--- src/rtl/fetch_sequencer_if.sv ---
// rtl/fetch_sequencer_if.sv - ROM/execute handshake bundle for the fetch sequencer
interface fetch_sequencer_if #(
   parameter int PC_WIDTH = 12
);
   logic                romReady;
   logic                jumpTaken;
   logic [PC_WIDTH-1:0] jumpTarget;
   logic                halt;
   logic                resume;
   logic [PC_WIDTH-1:0] pc;
   logic                romReq;
   logic                phase;
   logic                execEn;
   logic                halted;
   logic                fault;

   // Environment side: ROM, execute stage and run control.
   modport master (
      output romReady, jumpTaken, jumpTarget, halt, resume,
      input  pc, romReq, phase, execEn, halted, fault
   );

   // Sequencer side.
   modport slave (
      input  romReady, jumpTaken, jumpTarget, halt, resume,
      output pc, romReq, phase, execEn, halted, fault
   );
endinterface

--- src/rtl/fetch_sequencer.sv ---
// rtl/fetch_sequencer.sv - program counter and fetch/execute phase controller
module fetch_sequencer #(
   parameter int PC_WIDTH = 12,
   parameter int TIMEOUT  = 15
) (
   input  logic            clk,
   input  logic            notReset,
   fetch_sequencer_if.slave bus
);

   // Wait counter is at least one bit wide so TIMEOUT=0 still elaborates.
   localparam int WCW = (TIMEOUT > 0) ? $clog2(TIMEOUT + 1) : 1;
   localparam logic [WCW-1:0] WAIT_LAST = WCW'((TIMEOUT > 0) ? TIMEOUT - 1 : 0);
   localparam logic [WCW-1:0] WAIT_MAX  = {WCW{1'b1}};

   typedef enum logic [1:0] {
      S_FETCH  = 2'd0,
      S_EXEC   = 2'd1,
      S_HALTED = 2'd2,
      S_FAULT  = 2'd3
   } state_t;

   state_t              state_q, state_d;
   logic [PC_WIDTH-1:0] pc_q, pc_d;
   logic [WCW-1:0]      wait_q, wait_d;

   // State, PC and wait counter; reset drops any in-flight instruction.
   always_ff @(posedge clk or negedge notReset) begin
      if (!notReset) begin
         state_q <= S_FETCH;
         pc_q    <= '0;
         wait_q  <= '0;
      end else begin
         state_q <= state_d;
         pc_q    <= pc_d;
         wait_q  <= wait_d;
      end
   end

   // Next state: ROM handshake in FETCH, PC update on the edge closing EXEC.
   always_comb begin
      state_d = state_q;
      pc_d    = pc_q;
      wait_d  = wait_q;
      case (state_q)
         S_FETCH: begin
            if (bus.romReady) begin
               state_d = S_EXEC;
               wait_d  = '0;
            end else begin
               // Saturate so a disabled timeout cannot wrap the counter.
               if (wait_q != WAIT_MAX) begin
                  wait_d = wait_q + 1'b1;
               end
               // wait_q counts earlier unready cycles, so this is the TIMEOUT-th.
               if ((TIMEOUT != 0) && (wait_q == WAIT_LAST)) begin
                  state_d = S_FAULT;
               end
            end
         end
         S_EXEC: begin
            pc_d    = bus.jumpTaken ? bus.jumpTarget : pc_q + 1'b1;
            state_d = bus.halt ? S_HALTED : S_FETCH;
            wait_d  = '0;
         end
         S_HALTED: begin
            if (bus.resume) begin
               state_d = S_FETCH;
               wait_d  = '0;
            end
         end
         S_FAULT: begin
            state_d = S_FAULT;
         end
         default: begin
            state_d = S_FETCH;
         end
      endcase
   end

   // Strobes decoded from the current state; phase also needs romReady.
   always_comb begin
      bus.romReq = (state_q == S_FETCH);
      bus.phase  = (state_q == S_FETCH) && bus.romReady;
      bus.execEn = (state_q == S_EXEC);
      bus.halted = (state_q == S_HALTED);
      bus.fault  = (state_q == S_FAULT);
   end

   assign bus.pc = pc_q;

endmodule

--- src/flat_wrapper.sv ---
// flat-port wrapper written by rule: the top's interface ports become plain ports
module fetch_sequencer_flat 
#(
   parameter int PC_WIDTH = 12,
   parameter int TIMEOUT  = 15
)
  (clk, notReset, bus_romReady, bus_jumpTaken, bus_jumpTarget, bus_halt, bus_resume, bus_pc, bus_romReq, bus_phase, bus_execEn, bus_halted, bus_fault);
  fetch_sequencer_if #(.PC_WIDTH(PC_WIDTH)) bus_i ();
  input  logic clk;
  input  logic notReset;
  input wire logic [$bits(bus_i.romReady)-1:0] bus_romReady;
  input wire logic [$bits(bus_i.jumpTaken)-1:0] bus_jumpTaken;
  input wire logic [$bits(bus_i.jumpTarget)-1:0] bus_jumpTarget;
  input wire logic [$bits(bus_i.halt)-1:0] bus_halt;
  input wire logic [$bits(bus_i.resume)-1:0] bus_resume;
  output wire logic [$bits(bus_i.pc)-1:0] bus_pc;
  output wire logic [$bits(bus_i.romReq)-1:0] bus_romReq;
  output wire logic [$bits(bus_i.phase)-1:0] bus_phase;
  output wire logic [$bits(bus_i.execEn)-1:0] bus_execEn;
  output wire logic [$bits(bus_i.halted)-1:0] bus_halted;
  output wire logic [$bits(bus_i.fault)-1:0] bus_fault;
  assign bus_i.romReady = bus_romReady;
  assign bus_i.jumpTaken = bus_jumpTaken;
  assign bus_i.jumpTarget = bus_jumpTarget;
  assign bus_i.halt = bus_halt;
  assign bus_i.resume = bus_resume;
  assign bus_pc = bus_i.pc;
  assign bus_romReq = bus_i.romReq;
  assign bus_phase = bus_i.phase;
  assign bus_execEn = bus_i.execEn;
  assign bus_halted = bus_i.halted;
  assign bus_fault = bus_i.fault;
  fetch_sequencer #(.PC_WIDTH(PC_WIDTH), .TIMEOUT(TIMEOUT)) u_core (.clk(clk), .notReset(notReset), .bus(bus_i));
endmodule
--- config.mk ---
export PLATFORM = sky130hd
export DESIGN_NAME = fetch_sequencer_flat
export DESIGN_NICKNAME = d
export VERILOG_FILES = /design/src/rtl/fetch_sequencer_if.sv /design/src/rtl/fetch_sequencer.sv /design/src/flat_wrapper.sv
export SDC_FILE = /design/constraint.sdc
export NUM_CORES = 1
export LEC_CHECK = 0
export CORE_MARGIN = 2
export CORE_UTILIZATION = 49
export CTS_CLUSTER_DIAMETER = 60
export DETAILED_ROUTE_END_ITERATION = 10
export GPL_ROUTABILITY_DRIVEN = 0
export HOLD_SLACK_MARGIN = 0.06
export PLACE_DENSITY_LB_ADDON = 0.1
export RECOVER_POWER = 50
export SLEW_MARGIN = 20
export SYNTH_ARGS = -nofsm -noshare
export SYNTH_HDL_FRONTEND = slang
export SYNTH_SLANG_ARGS = --single-unit
--- constraint.sdc ---
create_clock -name clk -period 5.1 [get_ports clk]
set_clock_uncertainty 0.05 [all_clocks]
set_input_delay 1.02 -clock clk [delete_from_list [all_inputs] [get_ports clk]]
set_output_delay 1.02 -clock clk [all_outputs]
set_load 0.005 [all_outputs]
==> impl_metrics.tcl <==
set metrics [dict create \
    status "finished, final reports clean" \
    post_cts_buffers 0 \
    critical_path_class "input pin to output port" \
    n_fill_cell 193 \
    drive_above_1_share_pct 6.13 \
    startpoint_type "input pin" \
    synth_most_common_cell "dfrtp_1" \
    syn_nets 160 \
    slew_headroom_pct 36.6 \
    cp_cell_sequence "dlygate4sd3_1 -> and2_1 -> clkdlybuf4s50_1" \
    synth_flop_cell "dfrtp_1" \
    wirelength_um 2940 \
    synth-edff-count 0 \
    grt_antenna_before_repair 0 \
    hold_slack_ps 465 \
    drc_errors 0 \
    synth_area_leaders "dfrtp_1 38%, ha_1 8.4%, a21oi_1 5.0%, nand2_1 3.4%, nand3_1 3.3%" \
    clock_sinks 18 \
    dr.first_iter.drc_count 15 \
    fmax_mhz 289 \
    post-route-util_pct 68.9 \
    syn_area_per_cell_sq_um 8.95 \
    via_count 1175 \
    pin_count 35 \
    seq_area_frac_synth_pct 37.6 \
    pwr-share-comb_pct 57.6 \
    die_height_um 53.5 \
    ctsResizeCount 0 \
    ys_types 40 \
    wl_met3_um 146 \
    grt-ovfl-total 0 \
    yosys.area.top_type "dfrtp_1" \
    p_clk_share_pct 8.2 \
    pwr-share-seq_pct 34.1 \
    power_uw 834 \
    cts-root-buf "clkbuf_4" \
    syn_inst 134 \
    via_per_inst 6.15 \
    grt_pass1_vias 1185 \
    end_kind "output port" \
    cp_slowest_cell "dlygate4sd3_1" \
    grtUsageTotal_pct 25.8 \
    ant_nets 0 \
    port_buffers 34 \
    numCtsBuffers 3 \
    period_needed_ps 3460 \
    clk_pin_slew_ps 90 \
    leakage_nw 0.627 \
    tns_ps 0 \
    synth-seq-cells 18 \
    crit_arrival_ps 2390 \
    synth_warnings 0 \
    dieWidth_um 53.5 \
    rsz0062_at_grt "no" \
    fin_nets 191 \
    maxCapViolCount 0 \
    switching_share_pct 43.1 \
    setup_viol 0 \
    cts_tree "done" \
    synth_area_sq_mm 0.00120 \
    top_layer "met4" \
    p_sw_uw 359 \
    synth_top_area_share_pct 37.6 \
    tightestPinTransition_ps 951 \
    fin_crit_sh_pct 67.8 \
    floorplan.initialDensity_pct 53.2 \
    clock_latency_ps 290 \
    drt-pass1-iter-count 4 \
    p_int_uw 475 \
    holdBufCountCts 0 \
    async_flop_share_pct 100 \
    grt_first_pass_wirelength_um 5260 \
    areaGrowthSynthToFinish_pct 29.6 \
    grt_start_max_net_pins 28 \
    hold_viol 0 \
    wl_met2_um 1460 \
    required_ps 4030 \
    crit_fanout 9 \
    antenna_cells 0 \
    ir_drop_uv 369 \
    dieArea_sq_mm 0.00286 \
    synthTopCellsByCount "18 x dfrtp_1, 12 x a21oi_1, 11 x nand2_1" \
    wire_per_inst_um 15.4 \
    hold_class "flop to flop" \
    hpwl_um 2180 \
    slowest_delay_ps 700 \
    cts_buffer_depth 2 \
    cts_max_level 1 \
    power.density_mw_per_mm2 537 \
    maxSlewViolCount 0 \
    coreArea_sq_mm 0.00225 \
    drt-met1-wl_um 1260 \
    std_cell_rows 17 \
    cp_top_family "buffers and inverters" \
    crit_buf_inv 2 \
]
logic make-up (layout without fill, tap and decap cells):
| kind of cell | Yosys count | in the layout | share of synthesized area (%) |
|---|---|---|---|
| DFF | 18 | 18 | 37.6 |
| muxes | 3 | 3 | 2.51 |
| and+or+nand+nor | 43 | 43 | 19.7 |
| AOI/OAI and AO/OA | 48 | 48 | 26.9 |
| buffers and inverters | 14 | 43 | 4.91 |
| adders and majority gates | 8 | 8 | 8.35 |
state kept, by name, summed over array words and instances (netlist names):
| register | count |
|---|---|
| u_core.bus.pc | 12 |
| u_core.wait_q | 4 |
| u_core.state_q | 2 |
worst register-to-register path, cell delays in order (launching register included):
cell	delay, ps
dfrtp_1	420
inv_1	120
ha_1	800
nand3_1	200
o41ai_1	290
nor2_1	80
final cells by class:
class                   count  area (sq um)  area share [%]
inverters                   6          22.5            1.45
well taps                  28          35.0            2.25
repair buffers             34           340            21.9
clock buffers               3          22.5            1.45
multi-input cells         102           683            44.0
flip-flops and latches     18           450            29.0
metal layers:
layer	up-vias	global-route usage [%]
li1	563	-
met3	9	5.65
met1	565	31.2
met5	-	0
met2	38	43.6
met4	0	11.1
power by group through the flow:
stage / registers, mW / clock network [mW] / logic [mW]
floorplan: 0.274 / 0 / 0.286
global placement: 0.280 / 0 / 0.466
detailed placement: 0.286 / 0 / 0.492
CTS: 0.284 / 0.0714 / 0.495
global route: 0.295 / 0.0763 / 0.547
finish: 0.285 / 0.0687 / 0.481
cells in the final DEF (no fill, tap or decap), types with 4 or more instances in the layout:
cell,instances
a21oi_1,12
clkdlybuf4s50_1,30
dfrtp_1,18
dlygate4sd3_1,4
ha_1,8
inv_1,5
nand2_1,11
nand3_1,8
nor2_1,5
o21ai_0,9
o21ai_1,5
through the flow:
| step | instance area, sq um | std cells | setup WS, ps |
|---|---|---|---|
| floorplan | 1200 | 134 | 2710 |
| global placement | 1540 | 188 | 1750 |
| detailed placement | 1540 | 188 | 1720 |
| CTS | 1560 | 191 | 1720 |
| global route | 1550 | 191 | 1550 |
| finish | 1550 | 191 | 1640 |
worst paths after layout:
| check | from | end | slack (ps) | cells after the start |
|---|---|---|---|---|
| hold / removal | u_core.wait_q[3] | u_core.wait_q[3] | 470 | 1 |
| setup reg to reg | u_core.state_q[1] | u_core.bus.pc[8] | 3030 | 5 |
| hold reg to reg | u_core.wait_q[3] | u_core.wait_q[3] | 470 | 1 |
| min in group asynchronous | notReset | u_core.bus.pc[10] | 1200 | 1 |
| setup / recovery | bus_romReady | bus_phase | 1640 | 3 |
| max in group asynchronous | notReset | u_core.wait_q[1] | 3280 | 1 |
No activity file was read; power rests on OpenSTA's default activity.
